--- config.mk ---
export PLATFORM = sky130hd
export DESIGN_NAME = fifo_rptr_fwft
export DESIGN_NICKNAME = d
export VERILOG_FILES = /design/src/rtl/fifo_pkg.sv /design/src/rtl/sync_w2r.sv /design/src/rtl/fifo_rptr_fwft.sv
export SDC_FILE = /design/constraint.sdc
export NUM_CORES = 1
export LEC_CHECK = 0
export CAP_MARGIN = 25
export CORE_MARGIN = 1
export CORE_UTILIZATION = 35
export DETAILED_ROUTE_END_ITERATION = 10
export PLACE_DENSITY = 0.65
export REMOVE_ABC_BUFFERS = 1
export SLEW_MARGIN = 40
export SYNTH_ARGS = -nofsm -noshare
export SYNTH_HDL_FRONTEND = slang
export SYNTH_SLANG_ARGS = --single-unit
--- constraint.sdc ---
create_clock -name rclk -period 2.5 [get_ports rclk]
set_input_delay 0.5 -clock rclk [delete_from_list [all_inputs] [get_ports rclk]]
set_output_delay 0.5 -clock rclk [all_outputs]
set_load 0.01 [all_outputs]
--- src/rtl/fifo_pkg.sv ---
// Shared definitions for the asynchronous FIFO: default sizes, the FWFT output states
// and Gray/binary conversion helpers used by both clock domains.
package fifo_pkg;

  localparam int FIFO_ADDRSIZE = 4;
  localparam int FIFO_DATASIZE = 8;

  // Conversions are written once at this width; callers zero-extend narrower pointers
  // and cast the result back. Leading zeros do not disturb either conversion.
  localparam int PTR_MAX_W = 32;

  typedef enum logic {
    OUT_EMPTY = 1'b0,
    OUT_FULL  = 1'b1
  } out_state_e;

  function automatic logic [PTR_MAX_W-1:0] bin2gray(input logic [PTR_MAX_W-1:0] bin);
    return bin ^ (bin >> 1);
  endfunction

  function automatic logic [PTR_MAX_W-1:0] gray2bin(input logic [PTR_MAX_W-1:0] gray);
    logic [PTR_MAX_W-1:0] bin;
    bin[PTR_MAX_W-1] = gray[PTR_MAX_W-1];
    for (int i = PTR_MAX_W - 2; i >= 0; i--) begin
      bin[i] = bin[i+1] ^ gray[i];
    end
    return bin;
  endfunction

endpackage

--- src/rtl/sync_w2r.sv ---
// Two-flop synchronizer for a Gray pointer crossing into the local clock domain.
// Used as sync_w2r on the read side and as sync_r2w on the write side.
module sync_w2r
  import fifo_pkg::*;
#(
  parameter int ADDRSIZE = FIFO_ADDRSIZE
) (
  input  logic                rclk,
  input  logic                rrst,
  input  logic [ADDRSIZE:0]   ptr,
  output logic [ADDRSIZE:0]   ptr_sync
);

  logic [ADDRSIZE:0] q1;

  // No logic between the stages so the first flop has a full cycle to resolve.
  always_ff @(posedge rclk or posedge rrst) begin
    if (rrst) begin
      q1       <= '0;
      ptr_sync <= '0;
    end else begin
      q1       <= ptr;
      ptr_sync <= q1;
    end
  end

endmodule

--- src/rtl/fifo_rptr_fwft.sv ---
// Read-side controller of the async FIFO with a first-word-fall-through output register.
// Define FIFO_RLEVEL_EN to build the rlevel occupancy counter; otherwise rlevel is 0.
module fifo_rptr_fwft
  import fifo_pkg::*;
#(
  parameter int ADDRSIZE = FIFO_ADDRSIZE,
  parameter int DATASIZE = FIFO_DATASIZE
) (
  input  logic                  rclk,
  input  logic                  rrst,
  input  logic [ADDRSIZE:0]     wptr,
  input  logic [DATASIZE-1:0]   rdata_mem,
  output logic [ADDRSIZE-1:0]   raddr,
  output logic [ADDRSIZE:0]     rptr,
  output logic                  rempty,
  output logic [DATASIZE-1:0]   dout,
  output logic                  dout_valid,
  input  logic                  dout_ready,
  output logic [ADDRSIZE:0]     rlevel
);

  localparam int PW = ADDRSIZE + 1;

  logic [ADDRSIZE:0] rq2_wptr;
  logic [ADDRSIZE:0] rbin;
  logic [ADDRSIZE:0] rbinnext;
  logic [ADDRSIZE:0] rgraynext;
  logic              rpop;
  logic              dout_load;
  out_state_e        out_state;
  out_state_e        out_next;

  sync_w2r #(.ADDRSIZE(ADDRSIZE)) u_sync_w2r (
    .rclk     (rclk),
    .rrst     (rrst),
    .ptr      (wptr),
    .ptr_sync (rq2_wptr)
  );

  // Handshake: a word moves out when dout_valid & dout_ready at a rising rclk edge;
  // while dout_valid=1 and dout_ready=0, dout and dout_valid are held unchanged.
  assign dout_valid = (out_state == OUT_FULL);
  assign rpop       = ~rempty & (~dout_valid | dout_ready);

  assign rbinnext  = rbin + {{ADDRSIZE{1'b0}}, rpop};
  assign rgraynext = PW'(bin2gray(PTR_MAX_W'(rbinnext)));
  assign raddr     = rbin[ADDRSIZE-1:0];

  // Comparing against the next Gray value flags empty on the same edge that pops the last word.
  always_ff @(posedge rclk or posedge rrst) begin
    if (rrst) begin
      rbin   <= '0;
      rptr   <= '0;
      rempty <= 1'b1;
    end else begin
      rbin   <= rbinnext;
      rptr   <= rgraynext;
      rempty <= (rgraynext == rq2_wptr);
    end
  end

  always_ff @(posedge rclk or posedge rrst) begin
    if (rrst) begin
      out_state <= OUT_EMPTY;
      dout      <= '0;
    end else begin
      out_state <= out_next;
      if (dout_load) begin
        dout <= rdata_mem;
      end
    end
  end

  always_comb begin
    out_next  = out_state;
    dout_load = 1'b0;
    case (out_state)
      OUT_EMPTY: begin
        if (rpop) begin
          dout_load = 1'b1;
          out_next  = OUT_FULL;
        end
      end
      OUT_FULL: begin
        if (dout_ready) begin
          if (rpop) begin
            dout_load = 1'b1;
          end else begin
            out_next = OUT_EMPTY;
          end
        end
      end
      default: out_next = OUT_EMPTY;
    endcase
  end

`ifdef FIFO_RLEVEL_EN
  logic [ADDRSIZE:0] wbin_sync;

  // Counts words still in memory; the word parked in dout was already popped.
  always_ff @(posedge rclk or posedge rrst) begin
    if (rrst) begin
      wbin_sync <= '0;
      rlevel    <= '0;
    end else begin
      wbin_sync <= PW'(gray2bin(PTR_MAX_W'(rq2_wptr)));
      rlevel    <= wbin_sync - rbinnext;
    end
  end
`else
  assign rlevel = '0;
`endif

endmodule

==> reports/summary.txt, run 1 <==
DP HPWL - 1.36 mm
Largest net degree at the start of global routing - 23
Hold Crit Endpoint - u_sync_w2r.ptr_sync[3]
Routed vias/inst - 4.23
CP Class - primary input to flip-flop
Commonest cells after routing, fill and taps aside - clkdlybuf4s50_1, dfrtp_1, mux2_2, xor2_1, xnor2_1
Final net count - 137
Share of layout cells above drive strength 1 - 19.3%
Post-route insts no fill - 161
LEAKAGE - 0.685 nW
Final Skew - 0.00299 ns
Sum Neg Setup Slack - 0 ns
Port Buffers - 34
Final Hold Vio Count - 0
# hold bufs at CTS - 0
Drt total wl - 1.83 mm
Resized Gates After CTS - 0
Root Buffer Master - clkbuf_4
Die Span Y - 58.1 microns
Final Max Tran Viols - 0
Drt drc - 0
Netlist Area Pre-Place - 1100 sq um
R2r setup slk - 0.49 ns
Synth area leaders - dfrtp_1, mux2_2, xor2_1
Reg-to-Reg Start - rempty
GRT busiest layer - met2
Antenna Diode Count - 0
Worst setup EP type - flip-flop
Synthesis Warnings - 0
Critical Path Start Type - primary input
Post-Syn Instances - 74
Num rows - 19
Max Clk Rate - 465 MHz
CP peak stage delay - 0.48 ns
Number of register bits inferred by synthesis - 29
Clk pin slew, worst setup/hold paths - 0.08 ns
PwrDens - 1190 nW/um^2
Vias in the first global route - 724
Worst hold path startpoint - u_sync_w2r.q1[3]
Slowest-stage cell, CP - clkdlybuf4s50_1
Placement Setup Slack - 0.0205 ns
Critical path cell sequence - clkdlybuf4s50_1 > inv_1 > a21oi_2 > ha_1 > ha_1 > buf_4 > xnor2_1 > xnor2_1 > xor2_1 > nor4_1
Final worst path period need - 2.15 ns
Leading area contributor after synthesis - dfrtp_1
Final period util - 85.9%
Max-capacitance violation count - 0
Global-route wire length before repair - 3.04 mm
Critical Path RT - 2.73 ns
Core Region - 2880 sq um
Per-cell routed wire length - 11.4 microns
Layout Area Growth over Synthesis - 42.0%
Crit path DAT - 2.37 ns
Htree depth - 2
Placed instance count - 154
GRT Util Overall - 13.1%
Total CTS buffers - 5
Met2 usage - 20.2%
Syn_area_per_cell - 14.9 sq um
Initial DRC count - 7
I/O Pins - 40
Die Wd - 58.1 microns
Final setup fails - 0
GP Congestion - 0.734
Clk_lat worst skew - 0.31 ns
Most common cell after layout, fill and taps aside - clkdlybuf4s50_1
Max FO, Critical Path - 4
GRT Residual Overflow - 0
Drt pass-1 iters - 4
Setup WS post-layout - 0.351 ns
CTS tree - built
GR Util met3 - 5.36%
RSZ-0062 raised after global routing - no
Clock sink count - 29
Worst R2R Path Depth - 8
Hold Path Class - flip-flop to flip-flop
Max IR drop VDD - 0.000447 V
Status - completed
Yosys cell types - 21
Initial Util - 38.3%
Die area - 3370 sq um
Antenna violations before repair - 0
Sequential area share after synthesis - 66.0%
Antenna Violating Nets Remaining - 0
Reg-to-reg critical path endpoint - rempty
Synth top area share - 63.6%
WHS Path Cells - 0
Vias - 681
Longest Clk Path Bufs - 2
Grt met1 use - 14.2%
Post-CTS Setup Bufs - 0
==> worst max-delay path, delay by kind of cell <==
| family | cells | cell delay, ns |
|---|---|---|
| AO/OA/AOI/OAI | 1 | 0.14 |
| adder cells (fa/ha/maj) | 2 | 0.37 |
| XOR/XNOR | 3 | 0.44 |
| buffers and inverters | 3 | 0.66 |
| AND/OR/NAND/NOR | 1 | 0.27 |
==> Yosys cell counts (all sizes together) <==
library cell / number
and2: 1
dfrtp: 28
mux2: 8
inv: 3
nor2: 1
and3: 1
xnor2: 6
nand4: 1
ha: 2
buf: 5
a21boi: 2
nor4: 1
nand3: 1
o21ai: 1
mux2i: 1
a21oi: 1
o22ai: 1
dfstp: 1
conb: 1
xor2: 8
==> report_power, final <==
part	switching [mW]	internal, mW	total (mW)
sequential	0.101	0.621	0.721
clock	0.145	0.132	0.277
combinational	0.358	0.504	0.863
==> worst max-delay path by stage <==
stage / startpoint / endpoint / slack (ns) / depth (start not counted)
3_5_place_dp: dout_ready / rempty / 0.02 / 10
4_1_cts: dout_ready / rempty / 0.34 / 10
3_3_place_gp: dout_ready / rempty / 0.04 / 10
5_1_grt: dout_ready / rempty / 0.19 / 10
2_1_floorplan: dout_ready / rempty / 0.24 / 8
6_report: dout_ready / rempty / 0.35 / 10
==> flip-flops by register name (all words and copies together), names as in the netlist <==
name                 cells
u_sync_w2r.q1            5
rbin                     5
u_sync_w2r.ptr_sync      5
rptr                     4
rempty                   1
dout                     8
dout_valid               1
==> kinds of logic (layout without fill, tap and decap cells) <==
group	after synthesis	after routing	synth area share [%]
AO/OA/AOI/OAI	5	5	3.52
XOR/XNOR	14	14	11.1
adder cells (fa/ha/maj)	2	2	2.27
buffers and inverters	8	49	4.43
flip-flops	29	29	66.0
multiplexers	9	9	9.09
other	1	5	0.341
AND/OR/NAND/NOR	6	6	3.18
==> stage by stage <==
step	cell area (sq um)	hold slack, ns	total power, mW	util [%]
2_1_floorplan	1080	0.331	1.19	-
3_3_place_gp	1510	0.332	1.59	52.5
3_5_place_dp	1510	0.335	1.60	52.5
4_1_cts	1560	0.354	1.89	54.4
5_1_grt	1560	0.364	1.99	54.4
6_report	1560	0.352	1.86	54.4
==> final cells by class <==
| cell class | instances | area (sq um) |
|---|---|---|
| Clock buffer | 7 | 55.1 |
| Tap cell | 42 | 52.6 |
| Inverter | 3 | 11.3 |
| Sequential cell | 29 | 727 |
| Fill cell | 256 | 1310 |
| Timing Repair Buffer | 39 | 378 |
| Multi-Input combinational cell | 41 | 340 |
==> metal layers <==
metal  vias up  routed length (microns)
li1        323                        -
met1       321                      766
met3         6                      119
met5         -                        0
met2        31                      892
met4         0                       53
Power figures use the tool's default switching activity.
==> inputs of run 2 (changes only) <==
--- a/config.mk
+++ b/config.mk
@@ -10,7 +10,7 @@
 export CORE_UTILIZATION = 35
 export DETAILED_ROUTE_END_ITERATION = 10
 export PLACE_DENSITY = 0.65
-export REMOVE_ABC_BUFFERS = 1
+export SKIP_LAST_GASP = 1
 export SLEW_MARGIN = 40
 export SYNTH_ARGS = -nofsm -noshare
 export SYNTH_HDL_FRONTEND = slang
==> reports/summary.txt, run 2 (synthesis gave the netlist of run 1 again) <==
Critical path cell sequence - clkdlybuf4s50_1 > inv_1 > a21oi_2 > ha_1 > ha_1 > buf_4 > nand3_1 > xnor2_1 > xor2_1 > nor4_1
Final Max Tran Viols - 0
GP Congestion - 0.705
Final setup fails - 0
Htree depth - 2
Most frequent CP cell - ha_1
Crit path DAT - 2.41 ns
Most common cell after layout, fill and taps aside - clkdlybuf4s50_1
Max IR drop VDD - 0.000447 V
Final Util - 54.4%
Vias in the first global route - 699
Worst hold path startpoint - u_sync_w2r.q1[2]
Drt drc - 0
I/O Pins - 40
Sum Neg Setup Slack - 0 ns
Worst path bufs/invs - 3
Comb power frac - 46.4%
Critical path origin - dout_ready
CTS tree - built
Clock power frac - 14.7%
Layout Area Growth over Synthesis - 42.0%
Placed cell area - 1510 sq um
Overall Power - 1.85 mW
RSZ-0062 raised after global routing - no
Max reg flops - 8
Final worst path period need - 2.19 ns
Antenna Violating Nets Remaining - 0
Num rows - 19
Longest Clk Path Bufs - 2
Final net count - 137
Vias - 687
Share of layout cells above drive strength 1 - 19.3%
Port Buffers - 34
Cell internal pwr - 1.26 mW
Reg-to-Reg Start - rempty
Die Wd - 58.1 microns
Final Skew - 0.00155 ns
Initial DRC count - 8
Max FO, Critical Path - 4
Initial Util - 38.3%
Most flops, register - dout
Seq pwr share - 38.9%
Sw frac - 32.1%
Max Clk Rate - 456 MHz
LEAKAGE - 0.685 nW
Largest net degree at the start of global routing - 30
Die area - 3370 sq um
Status - completed
CP delay by family, top - buffers and inverters
Design Area, Final - 1560 sq um
Global-route wire length before repair - 3.12 mm
Max-capacitance violation count - 0
Root Buffer Master - clkbuf_4
Total CTS buffers - 5
Per-cell routed wire length - 11.1 microns
Slowest-stage cell, CP - clkdlybuf4s50_1
GRT Util Overall - 13.0%
Die Span Y - 58.1 microns
Post-CTS Setup Bufs - 0
Setup WS post-layout - 0.306 ns
DP HPWL - 1.33 mm
Resized Gates After CTS - 0
Antenna Diode Count - 0
Drt total wl - 1.79 mm
Register Area - 727 sq um
Area of the multi-input gates - 340 sq um
Final period util - 87.7%
Hold Path Class - flip-flop to flip-flop
Routed vias/inst - 4.27
CP peak stage delay - 0.48 ns
Final Hold Vio Count - 0
Worst setup EP type - flip-flop
Switch Pwr - 595 uW
Placement Setup Slack - 0.0168 ns
Antenna violations before repair - 0
GRT Residual Overflow - 0
Core Region - 2880 sq um
Fillers - 274
Clk_lat worst skew - 0.30 ns
Clock sink count - 29
Clk pin slew, worst setup/hold paths - 0.08 ns
Commonest cells after routing, fill and taps aside - clkdlybuf4s50_1, dfrtp_1, mux2_2, xor2_1, xnor2_1
Critical Path RT - 2.71 ns
PwrDens - 1180 nW/um^2
# hold bufs at CTS - 0
Drt pass-1 iters - 4
Critical Path Start Type - primary input
CP Class - primary input to flip-flop
[run 2: cell counts in the layout (fill, tap and decap cells not counted)]
No cell type changed its count.
[run 2: path summary, 6_finish.rpt]
kind	slack, ns	depth (start not counted)	end
setup reg to reg	0.52	8	rempty
min in group asynchronous	0.55	3	u_sync_w2r.q1[1]
max in group asynchronous	1.64	3	rempty
hold reg to reg	0.35	0	u_sync_w2r.ptr_sync[2]
hold / removal	0.35	0	u_sync_w2r.ptr_sync[2]
setup / recovery	0.31	10	rempty
[run 2: stage by stage]
stage | hold slack [ns] | instances
after floorplan | 0.331 | 78
after global placement | 0.332 | 154
after detailed placement | 0.336 | 154
after CTS | 0.355 | 161
after global routing | 0.359 | 161
final | 0.351 | 161
[run 2: power by group through the flow]
stage	registers [mW]	logic (mW)	clock network (mW)
after detailed placement	0.732	0.868	0
final	0.720	0.860	0.273
after global routing	0.742	0.941	0.314
after CTS	0.723	0.873	0.288
after global placement	0.728	0.858	0
after floorplan	0.786	0.409	0
[run 2: layout make-up]
cell class	count	area share [%]
timing repair buffer	39	24.2
sequential	29	46.5
inverter	3	0.720
multi-input combinational	41	21.8
clock buffer	7	3.52
tap	42	3.36
[run 2: worst reg2reg max path: stages, from the launching register on]
cell and delay [ns]:
dfstp_2 0.56, a21oi_2 0.04, ha_1 0.20, ha_1 0.20, buf_4 0.15, xnor2_1 0.13
xnor2_1 0.24, xor2_1 0.10, nor4_1 0.28
[run 2: layer usage]
| layer | routed length [microns] | global-route usage, % | up-vias |
|---|---|---|---|
| li1 | - | - | 324 |
| met1 | 748 | 15.0 | 336 |
| met2 | 910 | 19.9 | 25 |
| met3 | 106 | 7.14 | 2 |
| met4 | 24 | 6.12 | 0 |
| met5 | 0 | 0 | - |
==> inputs of run 3 (changes only) <==
==> constraint.sdc (replaced) <==
create_clock -name rclk -period 2.5 [get_ports rclk]
set_input_delay 0.5 -clock rclk [delete_from_list [all_inputs] [get_ports rclk]]
set_output_delay 0.5 -clock rclk [all_outputs]
set_load 0.005 [all_outputs]
==> results of run 3 <==
The final DEF is identical to that of run 2. Status: completed.
Main changes from that run: total power 1.85 mW -> 1.80 mW; worst IR drop on VDD 0.000447 V -> 0.000445 V
